$ cat config.mk
export PLATFORM = sky130hd
export DESIGN_NAME = truth_table_sweeper
export DESIGN_NICKNAME = d
export VERILOG_FILES = /design/src/rtl/tts_pkg.sv /design/src/rtl/truth_table_sweeper_misr.sv /design/src/rtl/truth_table_sweeper.sv
export SDC_FILE = /design/constraint.sdc
export NUM_CORES = 1
export LEC_CHECK = 0
export CAP_MARGIN = 40
export CORE_MARGIN = 3
export CORE_UTILIZATION = 25
export CTS_BUF_LIST = sky130_fd_sc_hd__clkbuf_4 sky130_fd_sc_hd__clkbuf_8 sky130_fd_sc_hd__clkbuf_16
export DETAILED_ROUTE_END_ITERATION = 6
export DONT_BUFFER_PORTS = 1
export PLACE_DENSITY = 0.49
export SYNTH_ARGS = -nofsm -noshare
export SYNTH_HDL_FRONTEND = slang
export SYNTH_HIERARCHICAL = 1
export SYNTH_SLANG_ARGS = --single-unit
$ cat constraint.sdc
create_clock -name clk -period 2 [get_ports clk]
set_input_delay 0.4 -clock clk [delete_from_list [all_inputs] [get_ports clk]]
set_output_delay 0.4 -clock clk [all_outputs]
set_load 0.005 [all_outputs]
$ cat src/rtl/tts_pkg.sv
// Shared state encodings, default MISR taps and index-to-Gray mapping for the sweeper.
package tts_pkg;

    localparam logic [1:0] ST_IDLE  = 2'd0;
    localparam logic [1:0] ST_APPLY = 2'd1;
    localparam logic [1:0] ST_DONE  = 2'd2;

    localparam logic [15:0] SIG_POLY_DEFAULT = 16'h8016;

    // Reflected binary Gray code of a sequence index (up to 16 bits).
    function automatic logic [15:0] bin2gray(input logic [15:0] b);
        return b ^ (b >> 1);
    endfunction

endpackage

$ cat src/rtl/truth_table_sweeper_misr.sv
// Multiple-input signature register: shift left, feedback from tapped bits, XOR in response.
module sig_misr #(
    parameter int unsigned     W    = 16,
    parameter logic [W-1:0]    POLY = W'(16'h8016),
    parameter logic [W-1:0]    SEED = '0
) (
    input  logic         clk,
    input  logic         reset,
    input  logic         load,
    input  logic         en,
    input  logic [W-1:0] din,
    output logic [W-1:0] q
);

    // Seed on reset or load; compress one response word when enabled.
    always_ff @(posedge clk) begin
        if (!reset) begin
            q <= SEED;
        end else if (load) begin
            q <= SEED;
        end else if (en) begin
            q <= {q[W-2:0], ^(q & POLY)} ^ din;
        end
    end

endmodule

$ cat src/rtl/truth_table_sweeper.sv
// Exhaustive input sweeper: walks every input vector into a combinational block and
// compresses its responses into a MISR signature checked against a golden value.
module truth_table_sweeper
    import tts_pkg::*;
#(
    parameter int unsigned      N_IN     = 4,
    parameter int unsigned      N_OUT    = 8,
    parameter int unsigned      HOLD     = 1,
    parameter int unsigned      SIG_W    = 16,
    parameter logic [SIG_W-1:0] SIG_POLY = SIG_W'(SIG_POLY_DEFAULT),
    parameter logic [SIG_W-1:0] SIG_SEED = '0
) (
    input  logic             clk,
    input  logic             reset,
    input  logic             start,
    input  logic             abort,
    input  logic             mode_gray,
    input  logic [SIG_W-1:0] golden,
    input  logic [N_OUT-1:0] resp,
    output logic [N_IN-1:0]  stim,
    output logic [N_IN-1:0]  vec_idx,
    output logic             sample,
    output logic             busy,
    output logic             done,
    output logic             pass,
    output logic [SIG_W-1:0] signature
);

    localparam int unsigned     HCW       = (HOLD > 1) ? $clog2(HOLD) : 1;
    localparam logic [HCW-1:0]  HOLD_LAST = HCW'(HOLD - 1);
    localparam logic [N_IN-1:0] IDX_LAST  = '1;

    // Reject parameter sets that cannot work.
    if (N_OUT > SIG_W) begin : g_chk_nout
        $error("truth_table_sweeper: N_OUT must not exceed SIG_W");
    end
    if (HOLD < 1) begin : g_chk_hold
        $error("truth_table_sweeper: HOLD must be at least 1");
    end
    if (N_IN < 1) begin : g_chk_nin
        $error("truth_table_sweeper: N_IN must be at least 1");
    end

    logic [1:0]       state, state_nx;
    logic [N_IN-1:0]  vec_idx_nx;
    logic [HCW-1:0]   hold_cnt, hold_cnt_nx;
    logic             gray, gray_nx;
    logic             pass_nx;
    logic             misr_load;
    logic             misr_en;
    logic [SIG_W-1:0] sig_step;

    // Next-state, counters, MISR controls and final compare.
    always_comb begin
        state_nx    = state;
        vec_idx_nx  = vec_idx;
        hold_cnt_nx = hold_cnt;
        gray_nx     = gray;
        pass_nx     = pass;
        misr_load   = 1'b0;
        misr_en     = 1'b0;
        // Value the MISR takes on this edge if it compresses; used so pass lines up with done.
        sig_step    = {signature[SIG_W-2:0], ^(signature & SIG_POLY)} ^ SIG_W'(resp);
        case (state)
            ST_IDLE: begin
                if (start && !abort) begin
                    state_nx    = ST_APPLY;
                    vec_idx_nx  = '0;
                    hold_cnt_nx = '0;
                    gray_nx     = mode_gray;
                    pass_nx     = 1'b0;
                    misr_load   = 1'b1;
                end
            end
            ST_APPLY: begin
                if (abort) begin
                    state_nx = ST_IDLE;
                    pass_nx  = 1'b0;
                end else if (hold_cnt == HOLD_LAST) begin
                    misr_en     = 1'b1;
                    hold_cnt_nx = '0;
                    if (vec_idx == IDX_LAST) begin
                        state_nx = ST_DONE;
                        pass_nx  = (sig_step == golden);
                    end else begin
                        vec_idx_nx = vec_idx + N_IN'(1);
                    end
                end else begin
                    hold_cnt_nx = hold_cnt + HCW'(1);
                end
            end
            ST_DONE: begin
                state_nx = ST_IDLE;
            end
            default: begin
                state_nx = ST_IDLE;
            end
        endcase
    end

    // State and registered outputs; stim/sample derive from next values so they never lag vec_idx.
    always_ff @(posedge clk) begin
        if (!reset) begin
            state    <= ST_IDLE;
            vec_idx  <= '0;
            hold_cnt <= '0;
            gray     <= 1'b0;
            pass     <= 1'b0;
            stim     <= '0;
            busy     <= 1'b0;
            done     <= 1'b0;
            sample   <= 1'b0;
        end else begin
            state    <= state_nx;
            vec_idx  <= vec_idx_nx;
            hold_cnt <= hold_cnt_nx;
            gray     <= gray_nx;
            pass     <= pass_nx;
            stim     <= gray_nx ? N_IN'(bin2gray(16'(vec_idx_nx))) : vec_idx_nx;
            busy     <= (state_nx == ST_APPLY);
            done     <= (state_nx == ST_DONE);
            sample   <= (state_nx == ST_APPLY) && (hold_cnt_nx == HOLD_LAST);
        end
    end

    sig_misr #(
        .W    (SIG_W),
        .POLY (SIG_POLY),
        .SEED (SIG_SEED)
    ) u_misr (
        .clk   (clk),
        .reset (reset),
        .load  (misr_load),
        .en    (misr_en),
        .din   (SIG_W'(resp)),
        .q     (signature)
    );

endmodule

==> results of run 1 <==
-- flip-flops by register name (all words and copies together) (netlist names) --
name,flops
done,1
u_misr/q,16
hold_cnt,1
vec_idx,3
stim,4
sample,1
state,2
gray,1
busy,1
pass,1
-- power groups by stage --
stage / clock network (mW) / registers [mW] / logic, mW
2_1_floorplan: 0 / 0.666 / 0.141
3_3_place_gp: 0 / 0.672 / 0.169
3_5_place_dp: 0 / 0.672 / 0.170
4_1_cts: 0.524 / 0.658 / 0.170
5_1_grt: 0.552 / 0.661 / 0.189
6_report: 0.497 / 0.657 / 0.167
-- cell usage in the layout (no fill, tap or decap), drive strengths merged, types with 2 or more instances in the layout --
cell and n:
nor4 2, nand2 6, buf 9, a211oi 17, nand3 3, clkbuf 7, mux2i 2, a21oi 7
xnor2 40, conb 8, or3b 2, nand4b 2, nor3 5, inv 5, dfxtp 31, nand4 3
nor2 24, clkinv 2, or4b 2, nor2b 2, xor2 5, or3 4
-- cell families (layout without fill, tap and decap cells) --
| logic type | after synthesis | count (layout) | share of synthesized area [%] |
|---|---|---|---|
| adder cells (fa/ha/maj) | 1 | 1 | 0.723 |
| buffers and inverters | 15 | 23 | 4.27 |
| AO/OA/AOI/OAI | 31 | 31 | 14.0 |
| other | 1 | 8 | 0.217 |
| XOR/XNOR | 46 | 46 | 24.1 |
| multiplexers | 3 | 3 | 1.81 |
| AND/OR/NAND/NOR | 60 | 60 | 19.0 |
| flip-flops | 31 | 31 | 35.9 |
-- how the worst max path moves through the flow --
stage	startpoint	endpoint	cells past startpoint
6_report	state[1]	stim[1]	6
3_3_place_gp	abort	pass	5
2_1_floorplan	abort	stim[2]	7
4_1_cts	state[0]	pass	5
3_5_place_dp	abort	pass	5
5_1_grt	state[1]	pass	5
-- critical path, cell delays in order (launching register included) --
cell,delay [ns]
dfxtp_1,0.35
or4b_1,0.60
buf_4,0.18
o311ai_2,0.29
a21oi_2,0.10
xnor2_1,0.16
nor2_1,0.05
-- layout make-up --
| cell class | instances | share of cell area (%) |
|---|---|---|
| clock buffers | 7 | 4.27 |
| inverters | 6 | 1.21 |
| repair buffers | 9 | 3.44 |
| flip-flops and latches | 31 | 31.7 |
| multi-input cells | 149 | 54.2 |
| well taps | 77 | 4.91 |
| clock inverters | 1 | 0.255 |
-- routing by layer --
metal	wire length (um)	GRT usage (%)	vias up
li1	-	-	679
met1	1740	13.3	569
met2	1630	15.6	51
met3	397	4.88	7
met4	47	3.65	0
met5	0	0	-
-- metrics by stage --
stage | util [%] | instances
2_1_floorplan | - | 195
3_3_place_gp | 28.6 | 272
3_5_place_dp | 28.6 | 272
4_1_cts | 30.0 | 280
5_1_grt | 30.0 | 280
6_report | 30.0 | 280
-- timing repair --
action | CTS | global route
gates resized for setup | 0 | 2
endpoints found under the setup margin | 0 | 1
buffers inserted | 0 | 0
==> metrics, run 1 <==
clk buf depth 2; Hold Crit Class input port to flop; Reg area 622 sq um; Post-synth top cells 40 x xnor2_1, 31 x dfxtp_1, 24 x nor2_1, 16 x a211oi_1; n_diodes 0; CTS buffer count 5; grt total ovfl 0; vias in the first global route 1273; FF-to-FF setup slack 0.14 ns; Tmin final 1.86 ns; area share of the leading cell type in the synthesized netlist 35.9%; final worst path period share 92.8%; top-count cell post-synth xnor2_1; WL/cell 13.6 um; hold_ws 0.251 ns; initial antenna violation count 0; Max VDD drop 0.268 mV; P_sw 0.327 mW; crit path capture type flop; Post-Route WL 3810 um; clock root buffer clkbuf_8; clock sink total 31; P_int 0.994 mW; DPL Wire Length 2990 um; Power Density 674 mW/mm^2; initial DRC count 31; hold path cells 1; largest net degree at the start of global routing 23; layout net count 232; Worst R2R End stim[1]; Worst EP required 2.16 ns; clk_skew 0.00252 ns; hold endpoint stim[0]; #FFs+latches synth 31; area occupied by multi-input gates 0.00106 sq mm; Hold Violations, Final 0; Vias 1306; Max Cap Viol 0; Final WS setup 0.145 ns; Comb power frac 12.7%; RSZ-0062 raised after global routing no; FF-to-FF Start state[1]; global-route wire length before repair 6300 um; GR Util All Layers 10.5%; Final Instance Area 0.00196 sq mm; I/O Buffers 0; die width 89.2 um; Placement Cell Area 0.00187 sq mm; Skew-Pair Late Insertion Delay 0.28 ns; post-synthesis area per instance 9.20 sq um; FFs w/ async S/R, synth 0%; cell area after synthesis 0.00173 sq mm; Netlist cell types 44; htree depth 2; Lkg Pwr 0.649 nW; layout cell share with drive strength beyond 1 14.3%; EDFF count, synth 0; ys flop type dfxtp_1; FMAX 539 MHz; Filler cells 711; CP Max Fanout 6; Slew Viols, Final 0; Tot Pwr 1.32 mW; switching share of total power 24.8%; startpoint types flop; Starting Density 26.5%; GP Congestion 0.806; Critical Path AT 2.01 ns; Die ar. 0.00795 sq mm; hold path startpoint reset; Final Setup Violations 0; remaining routing DRC violations 0; Synth area leader dfxtp_1; Cells after Synth 188; Hold Buf Count CTS 0; drt pass-1 iters 4; Crit Path Class flop to flop; R2R depth 6; post-route ant nets 0; Clk pwr share 37.6%; CTS tree built; setup TNS 0 ns; pre-CTS WS 0.0672 ns; Reg clk slew, reported paths 0.06 ns; yosys warns 6; top post-synthesis cells by area dfxtp_1 36%, xnor2_1 20%, a211oi_1 6.9%, nor2_1 5.2%, xor2_1 2.5%; Area growth, synth to finish 13.5%; I/O pin count 57; sequential power share 49.7%; Core ar. 0.00653 sq mm; Chip Height 89.2 um; status finished, final reports clean; register area share after synthesis 35.9%; row count 29; Via density 4.66
No activity file was read; power rests on OpenSTA's default activity.
==> run 2, diff against run 1 <==
--- a/config.mk
+++ b/config.mk
@@ -11,7 +11,7 @@
 export CTS_BUF_LIST = sky130_fd_sc_hd__clkbuf_4 sky130_fd_sc_hd__clkbuf_8 sky130_fd_sc_hd__clkbuf_16
 export DETAILED_ROUTE_END_ITERATION = 6
 export DONT_BUFFER_PORTS = 1
-export PLACE_DENSITY = 0.49
+export PLACE_DENSITY_LB_ADDON = 0.08
 export SYNTH_ARGS = -nofsm -noshare
 export SYNTH_HDL_FRONTEND = slang
 export SYNTH_HIERARCHICAL = 1
==> run 2 against run 1 <==
Non-clock buffer count fell by 5. Register-to-register slack barely moved. Critical path depth fell by 1. Routed wire length rose by 7.7%. Clock-buffer cell count fell by 1. Global-route usage rose by 0.92 points. Clock power rose by 1%. Combinational power barely moved. Final area fell by 1.3%. Critical path type unchanged. Highest routed layer unchanged.
==> metrics, run 2 (synthesis gave the netlist of run 1 again) <==
Worst EP required 2.21 ns; met3 Resource Use GR 5.07%; total setup buffers inserted after CTS 0; WL/cell 15.0 um; FMAX 539 MHz; CP Max Fanout 6; Via density 4.79; area occupied by multi-input gates 0.00107 sq mm; Reg area 622 sq um; FF-to-FF setup slack 0.15 ns; final worst path period share 92.7%; Final Setup Violations 0; R2R depth 5; clock root buffer clkbuf_8; Crit Path Class flop to flop; global-route wire length before repair 6850 um; vias in the first global route 1353; most frequent cells in the layout 40 x xnor2_1, 30 x dfxtp_1, 24 x nor2_1; grt total ovfl 0; Placement Cell Area 0.00183 sq mm; Largest register FFs 16; FF-to-FF Start state[1]; Worst R2R End pass; Biggest register u_misr/q; Max VDD drop 0.256 mV; status finished, final reports clean; I/O pin count 57; layout cell share with drive strength beyond 1 12.7%; Filler cells 706; Slew Viols, Final 0; hold path startpoint reset; hold endpoint stim[0]; Tmin final 1.85 ns; post-route ant nets 0; hold path cells 1; Core ar. 0.00653 sq mm; Hold Violations, Final 0; clk_skew 0.00345 ns; GR Util met2 18.8%; Hold Buf Count CTS 0; htree depth 2; DPL Wire Length 3200 um; Area growth, synth to finish 11.9%; Chip Height 89.2 um; RSZ-0062 raised after global routing no; GR Util All Layers 11.4%; startpoint types flop; GP Congestion 0.760; I/O Buffers 0; GRT met1 Usage 12.9%; Vias 1312; Die ar. 0.00795 sq mm; n_diodes 0; Post-Route WL 4100 um; CTS buffer count 5; layout net count 227; Critical Path AT 2.07 ns; crit path capture type flop; die width 89.2 um; Final Instance Area 0.00194 sq mm; drt pass-1 iters 4; gr busiest metal met2; Hold Crit Class input port to flop; largest net degree at the start of global routing 32; Top Registers u_misr/q: 16 flops, stim: 4 flops, vec_idx: 3 flops; initial DRC count 33; Max Cap Viol 0; Skew-Pair Late Insertion Delay 0.28 ns; row count 29; Power Density 684 mW/mm^2; setup TNS 0 ns; Lkg Pwr 0.625 nW; commonest non-fill, non-tap cell in the layout xnor2_1; Starting Density 26.5%; remaining routing DRC violations 0; Reg clk slew, reported paths 0.07 ns; clock sink total 31; initial antenna violation count 0; CTS tree built; clk buf depth 2
==> run 2: changes by cell type in the layout (fill, tap and decap cells not counted) <==
cell / before / now
buf_6: 0 / 1
clkbuf_4: 2 / 0
or4b_1: 2 / 1
or4b_4: 0 / 1
nor3_2: 0 / 1
clkbuf_8: 5 / 6
nor3_1: 5 / 4
buf_4: 9 / 3
==> run 2: worst max-delay path, cell delays in order, from the launching register on <==
cell     delay [ns]
dfxtp_1        0.35
or3b_4         0.43
or4_1          0.55
nor3_2         0.19
nand4_1        0.13
mux2i_1        0.15
==> run 2: worst max-delay path by stage <==
stage,from,to,cells past startpoint
2_1_floorplan,abort,stim[2],7
3_3_place_gp,abort,pass,5
3_5_place_dp,abort,pass,5
4_1_cts,state[0],pass,5
5_1_grt,state[1],pass,5
6_report,state[1],pass,5
==> run 2: per-stage QoR <==
step	power, mW	setup WS (ns)	cells	hold WS (ns)	util [%]
2_1_floorplan	0.808	0.196	195	0.451	-
3_3_place_gp	0.835	0.0203	267	0.493	28.0
3_5_place_dp	0.837	0.00528	267	0.495	28.0
4_1_cts	1.36	0.0380	274	0.245	29.5
5_1_grt	1.40	0.0254	274	0.252	29.6
6_report	1.32	0.146	274	0.257	29.6
==> run 2: routing by layer <==
| layer | up-vias | part of all wire (%) |
|---|---|---|
| met5 | - | 0 |
| met4 | 0 | 2.2 |
| met3 | 7 | 8.4 |
| met2 | 46 | 47 |
| met1 | 593 | 42 |
| li1 | 666 | - |
==> run 2: final cells by class <==
cell class | count | area share, %
flip-flops and latches | 31 | 32.1
multi-input cells | 149 | 55.4
repair buffers | 4 | 1.75
inverters | 6 | 1.23
clock inverters | 1 | 0.259
clock buffers | 6 | 4.27
well taps | 77 | 4.98
==> run 2: report_power, final <==
group          switching (mW)  internal, mW
logic                  0.0793        0.0858
clock network           0.233         0.270
registers              0.0225         0.635
total                   0.334         0.990
==> run 2: repair_timing <==
action                                  in CTS  in global routing
hold endpoints to repair                     0                  0
endpoints found under the setup margin       1                 17
resized for setup                            1                  4
pin swaps                                    0                  0
